`src/rtl/mult_div_unit.sv`:
```
`default_nettype none
//==============================================================================
//  Module   : mult_div_unit
//  Purpose  : Iterative multiply/divide unit that feeds the HI/LO registers of
//             the multicycle CPU. Executes mult, multu, div and divu by
//             shift-add multiplication and restoring division, resolving one
//             bit per clock.
//
//  Ports    : clk       - system clock, rising edge active
//             reset     - asynchronous, active-high reset
//             start     - operation request, sampled only while idle
//             op        - 00 mult, 01 multu, 10 div, 11 divu
//             a         - multiplicand / dividend
//             b         - multiplier / divisor
//             busy      - operation in progress
//             done      - one-cycle completion pulse
//             div_zero  - one-cycle pulse with done when the divisor is zero
//             hi        - product high half, or remainder
//             lo        - product low half, or quotient
//
//  Revision : 1.0 - initial parametrised release
//==============================================================================
module mult_div_unit #(
   parameter int WIDTH = 32,   // operand width, 4..64
   parameter int CNT_W = 6     // iteration counter width, 2**CNT_W > WIDTH
) (
   input  logic             clk,
   input  logic             reset,
   input  logic             start,
   input  logic [1:0]       op,
   input  logic [WIDTH-1:0] a,
   input  logic [WIDTH-1:0] b,
   output logic             busy,
   output logic             done,
   output logic             div_zero,
   output logic [WIDTH-1:0] hi,
   output logic [WIDTH-1:0] lo
);

   typedef enum logic [1:0] {
      S_IDLE = 2'd0,
      S_RUN  = 2'd1,
      S_FIN  = 2'd2
   } state_t;

   // The counter runs 0..WIDTH-1 for the iterations; reaching WIDTH marks the
   // writeback edge where signs are applied and HI/LO are loaded.
   localparam logic [CNT_W-1:0] c_lastCnt = CNT_W'(WIDTH);
   localparam logic [CNT_W-1:0] c_cntOne  = CNT_W'(1);

   state_t           r_state;
   logic [CNT_W-1:0] r_cnt;
   logic             r_isDiv;   // latched op[1]
   logic             r_negQ;    // negate product / quotient at writeback
   logic             r_negR;    // negate remainder (dividend was negative)
   logic             r_dz;      // divide by zero detected at start
   logic [WIDTH-1:0] r_acc;     // product high half / partial remainder
   logic [WIDTH-1:0] r_mplr;    // multiplier shifting out / quotient shifting in
   logic [WIDTH-1:0] r_opnd;    // multiplicand magnitude / divisor magnitude

   //---------------------------------------------------------------------------
   // Operand decode at the start edge: the core only ever sees magnitudes.
   // |-2^(W-1)| = 2^(W-1) still fits because the core is unsigned.
   //---------------------------------------------------------------------------
   logic             w_signed;
   logic             w_aNeg;
   logic             w_bNeg;
   logic [WIDTH-1:0] w_magA;
   logic [WIDTH-1:0] w_magB;

   assign w_signed = ~op[0];
   assign w_aNeg   = w_signed & a[WIDTH-1];
   assign w_bNeg   = w_signed & b[WIDTH-1];
   assign w_magA   = w_aNeg ? -a : a;
   assign w_magB   = w_bNeg ? -b : b;

   //---------------------------------------------------------------------------
   // Multiply step: add the multiplicand when the current multiplier LSB is
   // set, then shift {acc,mplr} right by one. The carry out of the add becomes
   // the new MSB of acc, so no product bit is lost.
   //---------------------------------------------------------------------------
   logic [WIDTH:0] w_sum;

   assign w_sum = {1'b0, r_acc} + (r_mplr[0] ? {1'b0, r_opnd} : '0);

   //---------------------------------------------------------------------------
   // Restoring divide step: shift the next dividend bit into the remainder and
   // subtract the divisor if it fits. The remainder stays below the divisor,
   // so the shifted value needs only one extra bit and the difference always
   // fits back into WIDTH bits.
   //---------------------------------------------------------------------------
   logic [WIDTH:0]   w_shift;
   logic             w_fits;
   logic [WIDTH-1:0] w_remNext;
   logic [WIDTH-1:0] w_quoNext;

   assign w_shift   = {r_acc, r_mplr[WIDTH-1]};
   assign w_fits    = (w_shift >= {1'b0, r_opnd});
   assign w_remNext = w_fits ? (w_shift[WIDTH-1:0] - r_opnd) : w_shift[WIDTH-1:0];
   assign w_quoNext = {r_mplr[WIDTH-2:0], w_fits};

   //---------------------------------------------------------------------------
   // Writeback sign correction. The quotient follows the XOR of operand signs
   // and the remainder follows the dividend, which gives truncation toward
   // zero. For -2^(W-1) / -1 the quotient magnitude 2^(W-1) is reused as-is,
   // which is the wrapped two's-complement result.
   //---------------------------------------------------------------------------
   logic [2*WIDTH-1:0] w_prod;
   logic [2*WIDTH-1:0] w_prodRes;
   logic [WIDTH-1:0]   w_quoRes;
   logic [WIDTH-1:0]   w_remRes;

   assign w_prod    = {r_acc, r_mplr};
   assign w_prodRes = r_negQ ? -w_prod : w_prod;
   assign w_quoRes  = r_negQ ? -r_mplr : r_mplr;
   assign w_remRes  = r_negR ? -r_acc  : r_acc;

   //---------------------------------------------------------------------------
   // Control and datapath registers.
   // The accept edge moves to RUN without raising busy; busy rises on the
   // first RUN edge and stays up through the FIN (done) cycle, giving a busy
   // window of WIDTH+1 cycles. A zero divisor skips the iterations and takes
   // the writeback path on the first RUN edge, leaving HI/LO untouched.
   //---------------------------------------------------------------------------
   always_ff @(posedge clk or posedge reset) begin
      if (reset) begin
         r_state  <= S_IDLE;
         r_cnt    <= '0;
         r_isDiv  <= 1'b0;
         r_negQ   <= 1'b0;
         r_negR   <= 1'b0;
         r_dz     <= 1'b0;
         r_acc    <= '0;
         r_mplr   <= '0;
         r_opnd   <= '0;
         busy     <= 1'b0;
         done     <= 1'b0;
         div_zero <= 1'b0;
         hi       <= '0;
         lo       <= '0;
      end else begin
         case (r_state)
            S_IDLE: begin
               busy     <= 1'b0;
               done     <= 1'b0;
               div_zero <= 1'b0;
               if (start) begin
                  r_isDiv <= op[1];
                  r_negQ  <= w_aNeg ^ w_bNeg;
                  r_negR  <= w_aNeg;
                  r_dz    <= op[1] && (b == '0);
                  r_cnt   <= '0;
                  r_acc   <= '0;
                  // multiply shifts the multiplier; divide shifts the dividend
                  r_mplr  <= op[1] ? w_magA : w_magB;
                  r_opnd  <= op[1] ? w_magB : w_magA;
                  r_state <= S_RUN;
               end
            end

            S_RUN: begin
               busy <= 1'b1;
               if (r_dz || (r_cnt == c_lastCnt)) begin
                  done     <= 1'b1;
                  div_zero <= r_dz;
                  if (!r_dz) begin
                     if (r_isDiv) begin
                        hi <= w_remRes;
                        lo <= w_quoRes;
                     end else begin
                        hi <= w_prodRes[2*WIDTH-1:WIDTH];
                        lo <= w_prodRes[WIDTH-1:0];
                     end
                  end
                  r_state <= S_FIN;
               end else begin
                  r_cnt <= r_cnt + c_cntOne;
                  if (r_isDiv) begin
                     r_acc  <= w_remNext;
                     r_mplr <= w_quoNext;
                  end else begin
                     r_acc  <= w_sum[WIDTH:1];
                     r_mplr <= {w_sum[0], r_mplr[WIDTH-1:1]};
                  end
               end
            end

            S_FIN: begin
               // start is not looked at here; a new request is taken only
               // once back in IDLE, the cycle after done
               busy     <= 1'b0;
               done     <= 1'b0;
               div_zero <= 1'b0;
               r_state  <= S_IDLE;
            end

            default: begin
               busy     <= 1'b0;
               done     <= 1'b0;
               div_zero <= 1'b0;
               r_state  <= S_IDLE;
            end
         endcase
      end
   end

endmodule
`default_nettype wire
```
`config.mk`:
```
export PLATFORM = sky130hd
export DESIGN_NAME = mult_div_unit
export DESIGN_NICKNAME = d
export VERILOG_FILES = /design/src/rtl/mult_div_unit.sv
export SDC_FILE = /design/constraint.sdc
export NUM_CORES = 1
export LEC_CHECK = 0
export BUFFER_PORTS_ARGS = -buffer_cell sky130_fd_sc_hd__buf_2
export CAP_MARGIN = 20
export CORE_MARGIN = 10
export CORE_UTILIZATION = 50
export CTS_CLUSTER_SIZE = 24
export DETAILED_ROUTE_END_ITERATION = 16
export PLACE_DENSITY = 0.73
export RECOVER_POWER = 100
export SLEW_MARGIN = 20
export SYNTH_ARGS = -nofsm -noshare
export SYNTH_HDL_FRONTEND = slang
export SYNTH_SLANG_ARGS = --single-unit
```
`constraint.sdc`:
```
create_clock -name clk -period 6.7 [get_ports clk]
set_clock_uncertainty 0.05 [all_clocks]
set_input_delay 1.005 -clock clk [delete_from_list [all_inputs] [get_ports clk]]
set_output_delay 1.005 -clock clk [all_outputs]
set_load 0.02 [all_outputs]
```
# Word level (Yosys, flattened, before mapping)
# Index checks and enable logic that the tools add are counted.
totals:
  out_inout_bits: 67
  input_bits: 69
  word_cells: 72
  regBits: 175
op_classes:
  add_sub_neg: 8
  mux: 30
  order_cmp: 1
  n_bitwise: 5
  reduce_logical: 9
  eq_ne: 5
ops:
  columns: ["cell", "count"]
  rows:
  - ["$mux 32", 16]
  - ["$neg 32->32", 4]
  - ["$pmux 32 s2", 2]
  - ["$mux 64", 1]
  - ["$neg 64->64", 1]
  - ["$add 32x32->33", 1]
  - ["$ge 33x32->1", 1]
  - ["$logic_not 32->1", 1]
  - ["$sub 32x32->32", 1]
  - ["$mux 6", 2]
  - ["$pmux 6 s2", 1]
  - ["$add 6x1->6 const B", 1]
  - ["$eq 6x6->1 const B", 1]
  - ["$ne 2x2->1 const B", 3]
  - ["$reduce_and 3->1", 2]
  - ["$mux 1", 5]
  - ["$mux 2", 2]
  - ["$pmux 2 s2", 1]
  - ["$reduce_and 2->1", 2]
  - ["$and 1x1->1", 2]
  - ["$eq 2x1->1 const B", 1]
  - ["$logic_not 2->1", 1]
  - ["$not 1->1", 2]
  - ["$reduce_bool 2->1", 1]
  - ["other kinds (3)", 3]

# Depth between registers and ports, before layout
logic_depth:
  ltp_word: 6
  ltp_mapped: 14

# Least setup slack after synthesis
# No wires, ideal clock.
synth_path:
  kind: "input-to-reg"
  startpoint: "input port b[8]"
  endpoint: "register r_mplr[17]"
  cell_stages: 8
  path_slack_ns: 3.317
  path_buffers: 0
  setup_ns: 0.065
  arrival_time_ns: 3.268
  path_cell_list: "or4_1 or4_1 or3_1 o41ai_1 xnor2_1 nor2_1 a211oi_1 o22a_1"
synth_between:
  elab_chain_cells: 5
synth_rtl:
  columns: ["element", "line", "source"]
  rows:
  - ["from (decl)", "32", "input logic [WIDTH-1:0] b,"]
  - ["$neg 32->32", "75", "assign w_magB = w_bNeg ? -b : b;"]
  - ["$mux 32", "75", null]
  - ["$mux 32", "155", "r_mplr <= op[1] ? w_magA : w_magB;"]
  - ["$mux 32", "147", "if (start) begin"]
  - ["$pmux 32 s2", "142", "case (r_state)"]
  - ["to (signal assigned)", "155", null]
  - ["to (signal assigned)", "180", "r_mplr <= w_quoNext;"]
  - ["to (signal assigned)", "183", "r_mplr <= {w_sum[0], r_mplr[WIDTH-1:1]};"]
  - ["to (decl)", "58", "logic [WIDTH-1:0] r_mplr;"]
# Every way passes these cells. The select of a mux whose other input is x is not followed.
# A chain may end at the register's enable or synchronous reset.

# Final worst setup path
layout_path:
  startpoint: "register r_state[1]"
  endpoint: "register r_cnt[5]"
layout_between:
  elab_chain_cells: 3
  word_cells_on_any_way: 7
layout_rtl:
  columns: ["element", "line", "source"]
  rows:
  - ["from (decl)", "51", "state_t r_state;"]
  - ["from (signal assigned)", "127", "r_state <= S_IDLE;"]
  - ["from (signal assigned)", "157", "r_state <= S_RUN;"]
  - ["from (signal assigned)", "175", "r_state <= S_FIN;"]
  - ["$eq 2x1->1 or $logic_not 2->1 (tied branches)", "142", null]
  - ["$ne 2x2->1 (no line) or $reduce_bool 2->1 (tied branches)", null, null]
  - ["$reduce_and 3->1 (no line)", null, null]
  - ["to (signal assigned)", "177", "r_cnt <= r_cnt + c_cntOne;"]
  - ["to (decl)", "52", "logic [CNT_W-1:0] r_cnt;"]
# Several ways; a longest one is shown, not always the timed one.

==> metrics.md <==
| Metric | Value |
|---|---|
| Run status | finished with violations |
| Failing checks | max-capacitance violations, max-slew violations |
| CTS buffer count | 17 |
| Clk buf depth | 2 |
| WS Path Type | flop to flop |
| # DRC | 0 |
| Worst hold path class | flop to flop |
| CP endpoint kind | flop |
| Seq pwr share | 0.236 |
| 1st-iter DRT viols | about 1400 |
| Worst skew pair latency | approximately 0.46 ns |
| RSZ-0062 raised after global routing | false |
| Worst-path clk slew | 0.08 ns |
| Comb pwr share | 0.650 |
| Setup TNS | 0 ns |
| Clock Power Share | 0.113 |
| Mapped Nets | between 2000 and 2500 |
| Pleak | 6.888 nW |
| Post-route ant nets | 0 |
| # rows | 62 |
| First-pass GRT wire length | just under 80000 µm |
| Crit path top cell by count | clkbuf_1 |
| Antenna diodes | 0 |
| Register area share after synthesis | 0.2994 |
| Finished Cell Area | between 15000 and 20000 µm² |
| Final Hold Viols | 0 |
| Final nets | 2080 |
| Largest stage delay on the critical path | about 1.4 ns |
| GR Overflow Total | 0 |
| Final Critical Period | roughly 5.3 ns |
| Initial antenna violation count | 0 |
| Final Slew Violations | 297 |
| Gpl congestion | 1.060 |
| CTS root buf | clkbuf_16 |
| Asr flop ratio synth | 1.000 |
| Critical-path cell list | nand2b_1 > clkbuf_1 > nor3_1 > clkbuf_1 > nor2_4 > inv_1 > clkbuf_1 > nand4_1 > or3_1 > a21oi_1 |
| Die Y | around 190 µm |
| Switching Share | 0.5333 |
| Fillers | around 2700 |
| Slowest-stage cell, CP | clkbuf_1 |
| Net Sw Power | about 5.2 mW |
| Detailed Route WL | ~50000 µm |
| Unique masters post-synth | 86 |
| Slew headroom | -1.347 |
| Gate Count Post-Synth | about 1900 |
| IO buf count | 135 |
| Synthesized flop and latch total | around 180 |
| Routed len/inst | between 20 and 25 µm |
| Critical Path Fanout Max | 44 |
| Max VDD drop | ~0.00025 V |
| Req. time, crit path | around 7.0 ns |
| CTS tree | yes |
| H-tree depth | 4 |
| Vias | 14550 |
| Sink Count | 175 |
| Hold buffer count at CTS | 0 |
| Largest net degree at the start of global routing | about 130 |
| Final period utilization | 0.7903 |
| Overall power | around 9.7 mW |
| Setup bufs post-CTS | 0 |
| Share of cells above drive strength 1 | 0.07582 |
| Number of synthesized flops with an enable pin | 0 |
| Actual slew at the worst max-slew pin | about 3.5 ns |
| HPWL after detailed placement | approximately 38000 µm |
| Die X | between 150 and 200 µm |
| Avg Cell Area, Syn | between 7 and 8 µm² |
| Non-Filler Instances | approximately 2300 |
| Post-cts sizing count | 0 |
| Die area | between 30000 and 40000 µm² |
| Top_reg_cell synth | dfrtp_1 |
| Final setup vio count | 0 |
| GRT Total Usage | 0.2662 |
| Core Box Area | 28780 µm² |
| Via/cell ratio | 6.229 |
| Vias in the first global route | between 10000 and 15000 |
| PwrDens | ~600 nW/µm² |
| Drt pass-1 iters | 5 |
| Critical Path AT | roughly 5.6 ns |
| Post-Syn Area | between 10000 and 15000 µm² |
| Synth Warn # | 0 |
| Pint | ~4.5 mW |
| P&R area growth vs syn | 9.898% |
| Cells after DPL | between 2000 and 2500 |
| Number of buffers and inverters on the critical path | 4 |
| Initial Utilization | 0.5082 |
| Dpl cell area | about 16000 µm² |
| Peak Freq | approximately 190 MHz |
| CP top delay family | buffers and inverters |
| Max-cap viol count | 6 |
| I/O pin count | about 140 |
| Crit start category | flop |
metrics by stage:
stage	worst slack, ns	hold WS, ns	util
3_3_place_gp	2.306	0.4054	0.5396
6_report	1.405	0.4284	0.5585
2_1_floorplan	0.8998	0.3997	-
4_1_cts	2.179	0.4329	0.5625
5_1_grt	1.076	0.4556	0.5585
3_5_place_dp	2.203	0.4144	0.5396
path summary, 6_finish.rpt:
check                                start        to  slack, ns  cells past startpoint
min in group asynchronous            reset     lo[7]       1.51                      2
worst max-delay path            r_state[1]  r_cnt[5]       1.41                     10
max in group asynchronous            reset  r_acc[0]       2.47                      3
worst max register to register  r_state[1]  r_cnt[5]       1.41                     10
worst min-delay path                lo[25]    lo[25]       0.43                      2
worst min register to register      lo[25]    lo[25]       0.43                      2
Yosys cell counts (all sizes together) (5+ instances only):
cell type  count  share of area
o211ai        22          0.011
nor4          16         0.0081
dfrtp        175           0.30
o311a          5         0.0034
xor2          88          0.053
nor2b         13         0.0057
a211oi         8         0.0041
o221ai         5         0.0030
o21bai        11         0.0056
o21a          13         0.0067
a32o           5         0.0034
nor3          42          0.014
nand2        200          0.051
and3           7         0.0030
mux2i         50          0.034
o211a          8         0.0055
or3           23         0.0098
buf           20         0.0069
inv           72          0.018
xnor2         83          0.050
a31o           5         0.0030
a22oi         10         0.0051
a211o          5         0.0030
nand3         33          0.011
a21oi        177          0.062
clkbuf        83          0.021
a21o          21          0.011
o41ai         13         0.0088
ha            70          0.060
a31oi         15         0.0064
or4           15         0.0087
o21ai        229          0.079
nand4         20         0.0090
o31ai         22          0.012
nor2         193          0.050
a221oi         8         0.0048
nand2b        13         0.0056
and2           8         0.0034
power by group through the flow:
stage / Combinational (mW) / Sequential [mW] / Clock (mW)
floorplan: 4.51 / 2.16 / 0
global placement: 6.10 / 2.24 / 0
detailed placement: 6.19 / 2.26 / 0
CTS: 6.24 / 2.24 / 1.11
global route: 6.93 / 2.34 / 1.14
finish: 6.30 / 2.29 / 1.10
layout by cell type (no fill, tap or decap), drive strengths merged, types with 15 or more instances in the layout:
| master | count |
|---|---|
| clkbuf | 93 |
| nor2 | 193 |
| buf | 78 |
| or3 | 23 |
| nand2 | 200 |
| inv | 78 |
| nor4 | 16 |
| dfrtp | 175 |
| nor3 | 42 |
| or4 | 15 |
| mux2i | 50 |
| o211ai | 22 |
| o21ai | 229 |
| a31oi | 15 |
| xnor2 | 83 |
| nand4 | 20 |
| ha | 70 |
| a21o | 21 |
| xor2 | 88 |
| nand3 | 33 |
| a21oi | 177 |
| o31ai | 22 |
per-layer routing:
layer | global-route usage | vias to the layer above | part of all wire
met5 | 0 | - | 0
met3 | 0.06614 | 123 | 0.10
met2 | 0.4070 | 696 | 0.44
met1 | 0.3568 | 6875 | 0.42
met4 | 0.09661 | 0 | 0.033
li1 | - | 6857 | -
final cells by class:
type,instances,area (µm²),area share
clock buffers,17,425.4,0.02647
clock inverters,15,232.7,0.01448
inverters,75,282.8,0.01759
multi-input cells,1516,9548,0.5940
flip-flops and latches,175,4380,0.2725
well taps,384,480.5,0.02989
repair buffers,154,724.4,0.04507
flip-flops by register name, indices dropped and copies added (netlist names):
register	count
r_dz	1
hi	32
r_negR	1
busy	1
r_opnd	32
r_negQ	1
r_acc	32
done	1
div_zero	1
r_state	2
r_mplr	32
r_isDiv	1
r_cnt	6
lo	32
tightest hold or removal path: stages, from the launching register on:
cell and delay (ns):
dfrtp_1 0.34, nand2_1 0.05, o21ai_0 0.06
logic make-up (layout without fill, tap and decap cells):
group,after synthesis,after routing,synth area share
AND/OR/NAND/NOR,608,608,0.1963
adder cells (fa/ha/maj),72,72,0.06262
multiplexers,52,52,0.03576
flip-flops,175,175,0.2994
AO/OA/AOI/OAI,613,613,0.2560
XOR/XNOR,171,171,0.1024
buffers and inverters,178,261,0.04748
Power figures use the tool's default switching activity.
